<file path="src/rtl/muldiv_pkg.sv">
// Shared constants, funct3 op codes and FSM state type for the iterative RV32M unit.
package muldiv_pkg;
   localparam int XLEN  = 32;
   localparam int CNT_W = 6;

   localparam logic [2:0] OP_MUL    = 3'b000;
   localparam logic [2:0] OP_MULH   = 3'b001;
   localparam logic [2:0] OP_MULHSU = 3'b010;
   localparam logic [2:0] OP_MULHU  = 3'b011;
   localparam logic [2:0] OP_DIV    = 3'b100;
   localparam logic [2:0] OP_DIVU   = 3'b101;
   localparam logic [2:0] OP_REM    = 3'b110;
   localparam logic [2:0] OP_REMU   = 3'b111;

   typedef enum logic [1:0] {
      S_IDLE = 2'd0,
      S_CALC = 2'd1,
      S_FIX  = 2'd2
   } state_t;
endpackage

</file>
<file path="src/rtl/muldiv_sign_fix.sv">
// Final sign correction and half/word selection of the raw {hi,lo} datapath value.
module muldiv_sign_fix
   import muldiv_pkg::*;
(
   input  logic [2*XLEN-1:0] raw,
   input  logic              neg,
   input  logic [2:0]        op,
   output logic [XLEN-1:0]   res
);
   logic [2*XLEN-1:0] prod_fix;

   // Products negate as a 64-bit whole; quotient/remainder each negate as 32-bit words.
   always_comb begin
      prod_fix = neg ? -raw : raw;
      res      = '0;
      case (op)
         OP_MUL:                       res = prod_fix[XLEN-1:0];
         OP_MULH, OP_MULHSU, OP_MULHU: res = prod_fix[2*XLEN-1:XLEN];
         OP_DIV, OP_DIVU:              res = neg ? -raw[XLEN-1:0] : raw[XLEN-1:0];
         OP_REM, OP_REMU:              res = neg ? -raw[2*XLEN-1:XLEN] : raw[2*XLEN-1:XLEN];
         default:                      res = '0;
      endcase
   end
endmodule

</file>
<file path="src/rtl/muldiv_unit.sv">
// Iterative RV32M multiply/divide unit, 33-cycle start/busy/done handshake.
// Divider is present only when MULDIV_DIV_EN is defined; otherwise ops 1xx return 0 on the fast path.
module muldiv_unit
   import muldiv_pkg::*;
(
   input  logic            CLK,
   input  logic            RST,
   input  logic            start,
   input  logic [2:0]      op,
   input  logic [XLEN-1:0] A,
   input  logic [XLEN-1:0] B,
   output logic            busy,
   output logic            done,
   output logic [XLEN-1:0] result
);
   state_t            state, state_nxt;
   logic [CNT_W-1:0]  cnt;
   logic [2:0]        op_q;
   logic              neg_q;
   logic [XLEN-1:0]   opb;
   logic [2*XLEN-1:0] prod, prod_nxt;
   logic [XLEN:0]     add;
   logic              a_sgn, b_sgn, s_a, s_b, fast;
   logic [XLEN-1:0]   mag_a, mag_b, fixed;
`ifdef MULDIV_DIV_EN
   logic [XLEN:0]     sh, diff;
`endif

   // Operand signedness from funct3, then magnitudes for the unsigned core.
   always_comb begin
      a_sgn = op[2] ? ~op[0] : (op[1:0] != 2'b11);
      b_sgn = op[2] ? ~op[0] : ~op[1];
      s_a   = a_sgn & A[XLEN-1];
      s_b   = b_sgn & B[XLEN-1];
      mag_a = s_a ? -A : A;
      mag_b = s_b ? -B : B;
`ifdef MULDIV_DIV_EN
      fast  = op[2] & (B == '0);
`else
      fast  = op[2];
`endif
   end

   always_ff @(posedge CLK or posedge RST) begin
      if (RST) state <= S_IDLE;
      else     state <= state_nxt;
   end

   always_comb begin
      state_nxt = state;
      case (state)
         S_IDLE:  if (start) state_nxt = fast ? S_FIX : S_CALC;
         S_CALC:  if (cnt == CNT_W'(XLEN-1)) state_nxt = S_FIX;
         S_FIX:   state_nxt = S_IDLE;
         default: state_nxt = S_IDLE;
      endcase
   end

   always_comb begin
      busy = (state != S_IDLE);
   end

   // prod holds {acc, multiplier} for multiply and {remainder, dividend/quotient} for divide.
   always_comb begin
      add      = {1'b0, prod[2*XLEN-1:XLEN]} + (prod[0] ? {1'b0, opb} : '0);
      prod_nxt = {add, prod[XLEN-1:1]};
`ifdef MULDIV_DIV_EN
      sh   = prod[2*XLEN-1:XLEN-1];
      diff = sh - {1'b0, opb};
      if (op_q[2])
         prod_nxt = {diff[XLEN] ? sh[XLEN-1:0] : diff[XLEN-1:0], prod[XLEN-2:0], ~diff[XLEN]};
`endif
   end

   always_ff @(posedge CLK or posedge RST) begin
      if (RST) begin
         cnt    <= '0;
         op_q   <= '0;
         neg_q  <= 1'b0;
         opb    <= '0;
         prod   <= '0;
         done   <= 1'b0;
         result <= '0;
      end else begin
         done <= 1'b0;
         case (state)
            S_IDLE: if (start) begin
               op_q <= op;
               cnt  <= '0;
               opb  <= mag_b;
               if (fast) begin
                  neg_q <= 1'b0;
`ifdef MULDIV_DIV_EN
                  // Div-by-zero: quotient all ones, remainder is the dividend.
                  prod  <= {A, {XLEN{1'b1}}};
`else
                  prod  <= '0;
`endif
               end else begin
                  neg_q <= (op[2] & op[1]) ? s_a : (s_a ^ s_b);
                  prod  <= {{XLEN{1'b0}}, mag_a};
               end
            end
            S_CALC: begin
               prod <= prod_nxt;
               cnt  <= cnt + 1'b1;
            end
            S_FIX: begin
               result <= fixed;
               done   <= 1'b1;
            end
            default: ;
         endcase
      end
   end

   muldiv_sign_fix u_fix (
      .raw (prod),
      .neg (neg_q),
      .op  (op_q),
      .res (fixed)
   );
endmodule

</file>
<file path="config.mk">
export PLATFORM = sky130hd
export DESIGN_NAME = muldiv_unit
export DESIGN_NICKNAME = d
export VERILOG_FILES = /design/src/rtl/muldiv_pkg.sv /design/src/rtl/muldiv_sign_fix.sv /design/src/rtl/muldiv_unit.sv
export SDC_FILE = /design/constraint.sdc
export NUM_CORES = 1
export LEC_CHECK = 0
export CAP_MARGIN = 10
export CORE_ASPECT_RATIO = 1.5
export CORE_UTILIZATION = 35
export CTS_CLUSTER_DIAMETER = 120
export DETAILED_ROUTE_END_ITERATION = 7
export PLACE_DENSITY = 0.55
export SLEW_MARGIN = 20
export SYNTH_ARGS = -nofsm -noshare
export SYNTH_HDL_FRONTEND = slang
export SYNTH_SLANG_ARGS = --single-unit
export TNS_END_PERCENT = 1
</file>
<file path="constraint.sdc">
create_clock -name CLK -period 4.85 [get_ports CLK]
set_input_delay 0.485 -clock CLK [delete_from_list [all_inputs] [get_ports CLK]]
set_output_delay 0.485 -clock CLK [all_outputs]
set_load 0.02 [all_outputs]
</file>
Yosys cells after proc, flatten, opt, wreduce, memory -nomap -nowiden
Cells that the tools add are included.
Widths: inputs -> output; s select.

storage, ports and cells
  input port bits = 70
  word-level logic and storage cells = 65
  register bits = 141
  output and inout port bits = 34

cells by class
  equality and inequality tests = 13
  bitwise operators = 6
  multiplexer cells = 21
  $add $sub $neg = 7
  reductions and logical operators = 10

operators with widths
  kind                 count
  $mux 32              6
  $mux 64              2
  $neg 32->32          4
  $pmux 32 s4          1
  $pmux 64 s2          1
  $neg 64->64          1
  $add 32x32->33       1
  $eq 3x3->1 const B   4
  $pmux 6 s2           1
  $add 6x1->6 const B  1
  $eq 3x2->1 const B   2
  $eq 6x5->1 const B   1
  $mux 2               3
  $mux 6               1
  $ne 2x2->1 const B   3
  $reduce_and 2->1     3
  $mux 1               5
  $pmux 2 s2           1
  $reduce_bool 2->1    2
  $reduce_or 2->1      2
  $and 1x1->1          3
  $eq 3x1->1 const B   1
  $logic_not 3->1      1
  $reduce_or 3->1      1
  5 further kinds      6

Logic depth before layout (Yosys ltp)
  depth after elaboration = 7
  gate-level depth with buffers = 13
  mapped depth without buffers = 13

Hierarchy
A second synthesis with hierarchy kept.

second synthesis, totals
  cell total of the unflattened synthesis = 1447
  area total of the unflattened synthesis = 11564.8 um^2

by module, submodules not included
  module           times used  sequential area each (um^2)  cells each  area each (um^2)
  muldiv_unit      1           3528.4                       974         8640.8
  muldiv_sign_fix  1           0.0                          473         2924.1

Worst setup path after synthesis
Ideal clock, no wire load.

  path type = register to register
  start = register prod[0]
  end = register prod[62]
  setup time = 0.126 ns
  setup slack = 1.646 ns
  data arrival time = 3.078 ns
  buffers on the path = 1
  clock period less this slack = 3.204 ns
  required time = 4.724 ns
  stages on the path, launching flop included = 13
  cell sequence = dfrtp_1 -> clkbuf_1 -> and2_1 -> ha_1 -> o211ai_1 -> o21bai_1 -> o211ai_1 -> a211o_1 -> a31o_2 -> o31ai_1 -> and3_1 -> a31oi_1 -> a221o_1

between the ends
  cells in the longest elaborated chain, start to end = 3

ends and longest elaborated chain
  element                 RTL line            text
  from (decl)             muldiv_unit.sv:21   logic [2*XLEN-1:0] prod, prod_nxt;
  from (signal assigned)  muldiv_unit.sv:101  prod <= {{XLEN{1'b0}}, mag_a};
  from (signal assigned)  muldiv_unit.sv:105  prod <= prod_nxt;
  $mux 32                 muldiv_unit.sv:65   add = {1'b0, prod[2*XLEN-1:XLEN]} + (prod[0] ? {1'b0, opb} : '0);
  $add 32x32->33          muldiv_unit.sv:65
  $pmux 64 s2             muldiv_unit.sv:86   case (state)

No other way between the ends.
A chain may end at the register's enable or synchronous reset.

Final worst setup path
Same ends and word-level chain as after synthesis.

==> metrics <==
startpoint types=register; Leak=0.00519 uW; Sink Count=141; largest net degree at the start of global routing=72; slowest CP cell=dfrtp_1; # hold bufs at CTS=0; Yosys warning total=0; asr flop ratio synth=100%; Slew Viols, Final=0; Layout Nets=1596; Worst path top cell family by delay=compound AO/OA/AOI/OAI gates; Gates resized, CTS repair=0; DP Area=12400 um^2; Final Skew=0.0104 ns; cell mode on critical path=o211ai_1; antenna violations before repair=0; Relative slew margins=34.3%; HP Class=reg2reg; number of fill cells=3206; Final Hold Viols=0; EDFF count, synth=0; Crit path buffers/inverters=0; unrepaired setup endpoints after global routing=no; DR vias=10863; r2r startpoint=prod[0]$_DFFE_PP0P_; worst hold endpoint=opb[3]$_DFFE_PP0P_; DRC viols=0; max incr delay on CP=0.92 ns; critical-path cell list=and2_1, ha_1, o211ai_1, o21bai_1, o211ai_1, a211o_1, a31o_2, o31ai_1, and3_1, a31oi_1, a221o_1; reg2reg path depth=11; sequential fraction of the synthesis area=32.0%; post-DR vias/cell=5.70; clock buffer count from CTS=17; row count=79; WP data required=5.17 ns; Max VDD drop=271 uV; Starting Density=35.6%; Clk Latency, worst-skew pair=0.44 ns; Initial DRC Count=801; library cell with the largest summed area after synthesis=dfrtp_1; Clock transition at path regs=0.06 ns; Mapped Area=11000 um^2; R2R Path End=prod[62]$_DFFE_PP0P_; Ports=104; first-pass GRT wire length=60.4 mm; Die Ht=220 um; CTS Root Cell=clkbuf_16; Synth area leaders=dfrtp_1, o21ai_0, nand2_1; hold path depth=2; Sum Neg Setup Slack=0 ns; PortBufs=103; Cells after DPL=1874; Yosys top cell area share=32.0%; max_cap viols=0; Mapped Cells=1425; non-filler instance count after layout=1905; worst-margin pin slew=0.985 ns; WL final=38.2 mm; crit path kind=reg2reg; gr usage total=24.5%; area grow syn2layout=18.1%; clock buffer depth=2; Die W=147 um; postcts setup bufs=0; f_max=257 MHz; Worst setup EP type=register; GP Congestion=0.979; post-synth net total=1533; Design Area, Final=13000 um^2; period utilisation layout=80.1%; layout cells sized above 1=5.20%; Worst Path Max Fanout=35; Unique masters post-synth=67; Final min period=3.88 ns; Pre-antenna DRT Iters=5; Seq cells post-synth=141; global route total overflow=0; vias in the first global route=10550; dpl hpwl=28.9 mm; hold slack final=0.471 ns; H-tree Lvls=4; Diodes inserted=0; status=finished, final reports clean; Min-Delay Startpoint=opb[3]$_DFFE_PP0P_; R2R Setup Slk=0.97 ns; CTS tree=done; top_reg_cell synth=dfrtp_1; Pwr Density=662 nW/um^2; core area=31000 um^2; Final Setup Violations=0; Die ar.=32300 um^2; routed len/inst=20.1 um; post-route antenna net violation count=0; syn_area_per_cell=7.75 um^2; Worst EP arrival=4.21 ns
-- worst register-to-register path, stage by stage (launching register included) --
cell and delay (ns):
dfrtp_1 0.92, and2_1 0.25, ha_1 0.22, o211ai_1 0.12
o21bai_1 0.32, o211ai_1 0.21, a211o_1 0.37, a31o_2 0.28
o31ai_1 0.45, and3_1 0.24, a31oi_1 0.08, a221o_1 0.31
-- final cells by class --
class | instances | area (um^2) | area share, %
Sequential cell | 141 | 3530 | 27.1
Multi-Input combinational cell | 1173 | 7090 | 54.4
Clock inverter | 5 | 80.1 | 0.614
Tap cell | 405 | 507 | 3.89
Timing Repair Buffer | 126 | 1200 | 9.23
Inverter | 29 | 114 | 0.873
Clock buffer | 26 | 509 | 3.91
-- registers in the layout, indices dropped and copies added (netlist names) --
| name | flops |
|---|---|
| op_q | 3 |
| opb | 32 |
| cnt | 6 |
| state | 2 |
| done | 1 |
| result | 32 |
| neg_q | 1 |
| prod | 64 |
-- cells in the final DEF, fill, tap and decap left out, drive strengths merged, types with 7 or more instances in the layout --
cell type,count
o211ai,7
a21oi,111
nor3,40
nor2,131
xor2,64
or4,15
xnor2,69
buf,23
clkbuf,26
nor4,10
or3,24
ha,37
a21o,13
dfrtp,141
o41ai,8
o22ai,23
a211oi,8
o31ai,31
o21ai,165
a31oi,17
clkdlybuf4s50,103
nand2b,34
nand4,7
a311oi,7
nand3,23
a221oi,26
and2,39
nand2,184
inv,29
and3,10
-- cell families after synthesis --
kind of cell    Yosys count  synth area share, %
compound gates          451                 24.8
xor+xnor                133                 10.5
fa+ha+maj                38                 4.37
buf+inv                 111                 3.92
flops                   141                 32.0
mux                       9                0.850
simple gates            542                 23.6
-- power breakdown --
part           switching [uW]  internal (uW)
combinational            3010           1860
clock                     520            822
sequential                726           1690
total                    4260           4370
-- worst max-delay path by stage --
stage / startpoint / endpoint / cells after the start
after floorplan: RST / cnt[0]$_DFFE_PP0P_ / 1
after global placement: prod[0]$_DFFE_PP0P_ / prod[62]$_DFFE_PP0P_ / 11
after detailed placement: prod[0]$_DFFE_PP0P_ / prod[62]$_DFFE_PP0P_ / 11
after CTS: prod[0]$_DFFE_PP0P_ / prod[62]$_DFFE_PP0P_ / 11
after global routing: prod[0]$_DFFE_PP0P_ / prod[62]$_DFFE_PP0P_ / 12
final: prod[0]$_DFFE_PP0P_ / prod[62]$_DFFE_PP0P_ / 11
-- per-stage QoR --
step	util [%]	total power [uW]	worst slack, ns
floorplan	-	5440	0.584
global placement	40.1	7210	1.04
detailed placement	40.1	7250	0.963
CTS	42.0	8620	0.967
global route	42.0	9270	0.699
finish	42.0	8630	0.965
-- layer usage --
metal / up-vias / share of wire, % / wire [um] / GRT usage, %
met2: 300 / 50 / 19200 / 42.8
met3: 100 / 3.5 / 1350 / 3.17
met5: - / 0 / 0 / 0
met1: 5220 / 40 / 15400 / 28.4
li1: 5243 / - / - / -
met4: 0 / 5.9 / 2260 / 14.9
-- cell usage after synthesis (29+ instances only) --
cell type and number:
and2_1 39, xnor2_1 69, nor3_1 39, dfrtp_1 141
nor2_1 130, xor2_1 64, inv_1 29, clkbuf_1 78
nand2_1 184, o21ai_0 164, ha_1 37, nand2b_1 34
o31ai_1 31, a21oi_1 111
(Power assumes the default switching activity.)
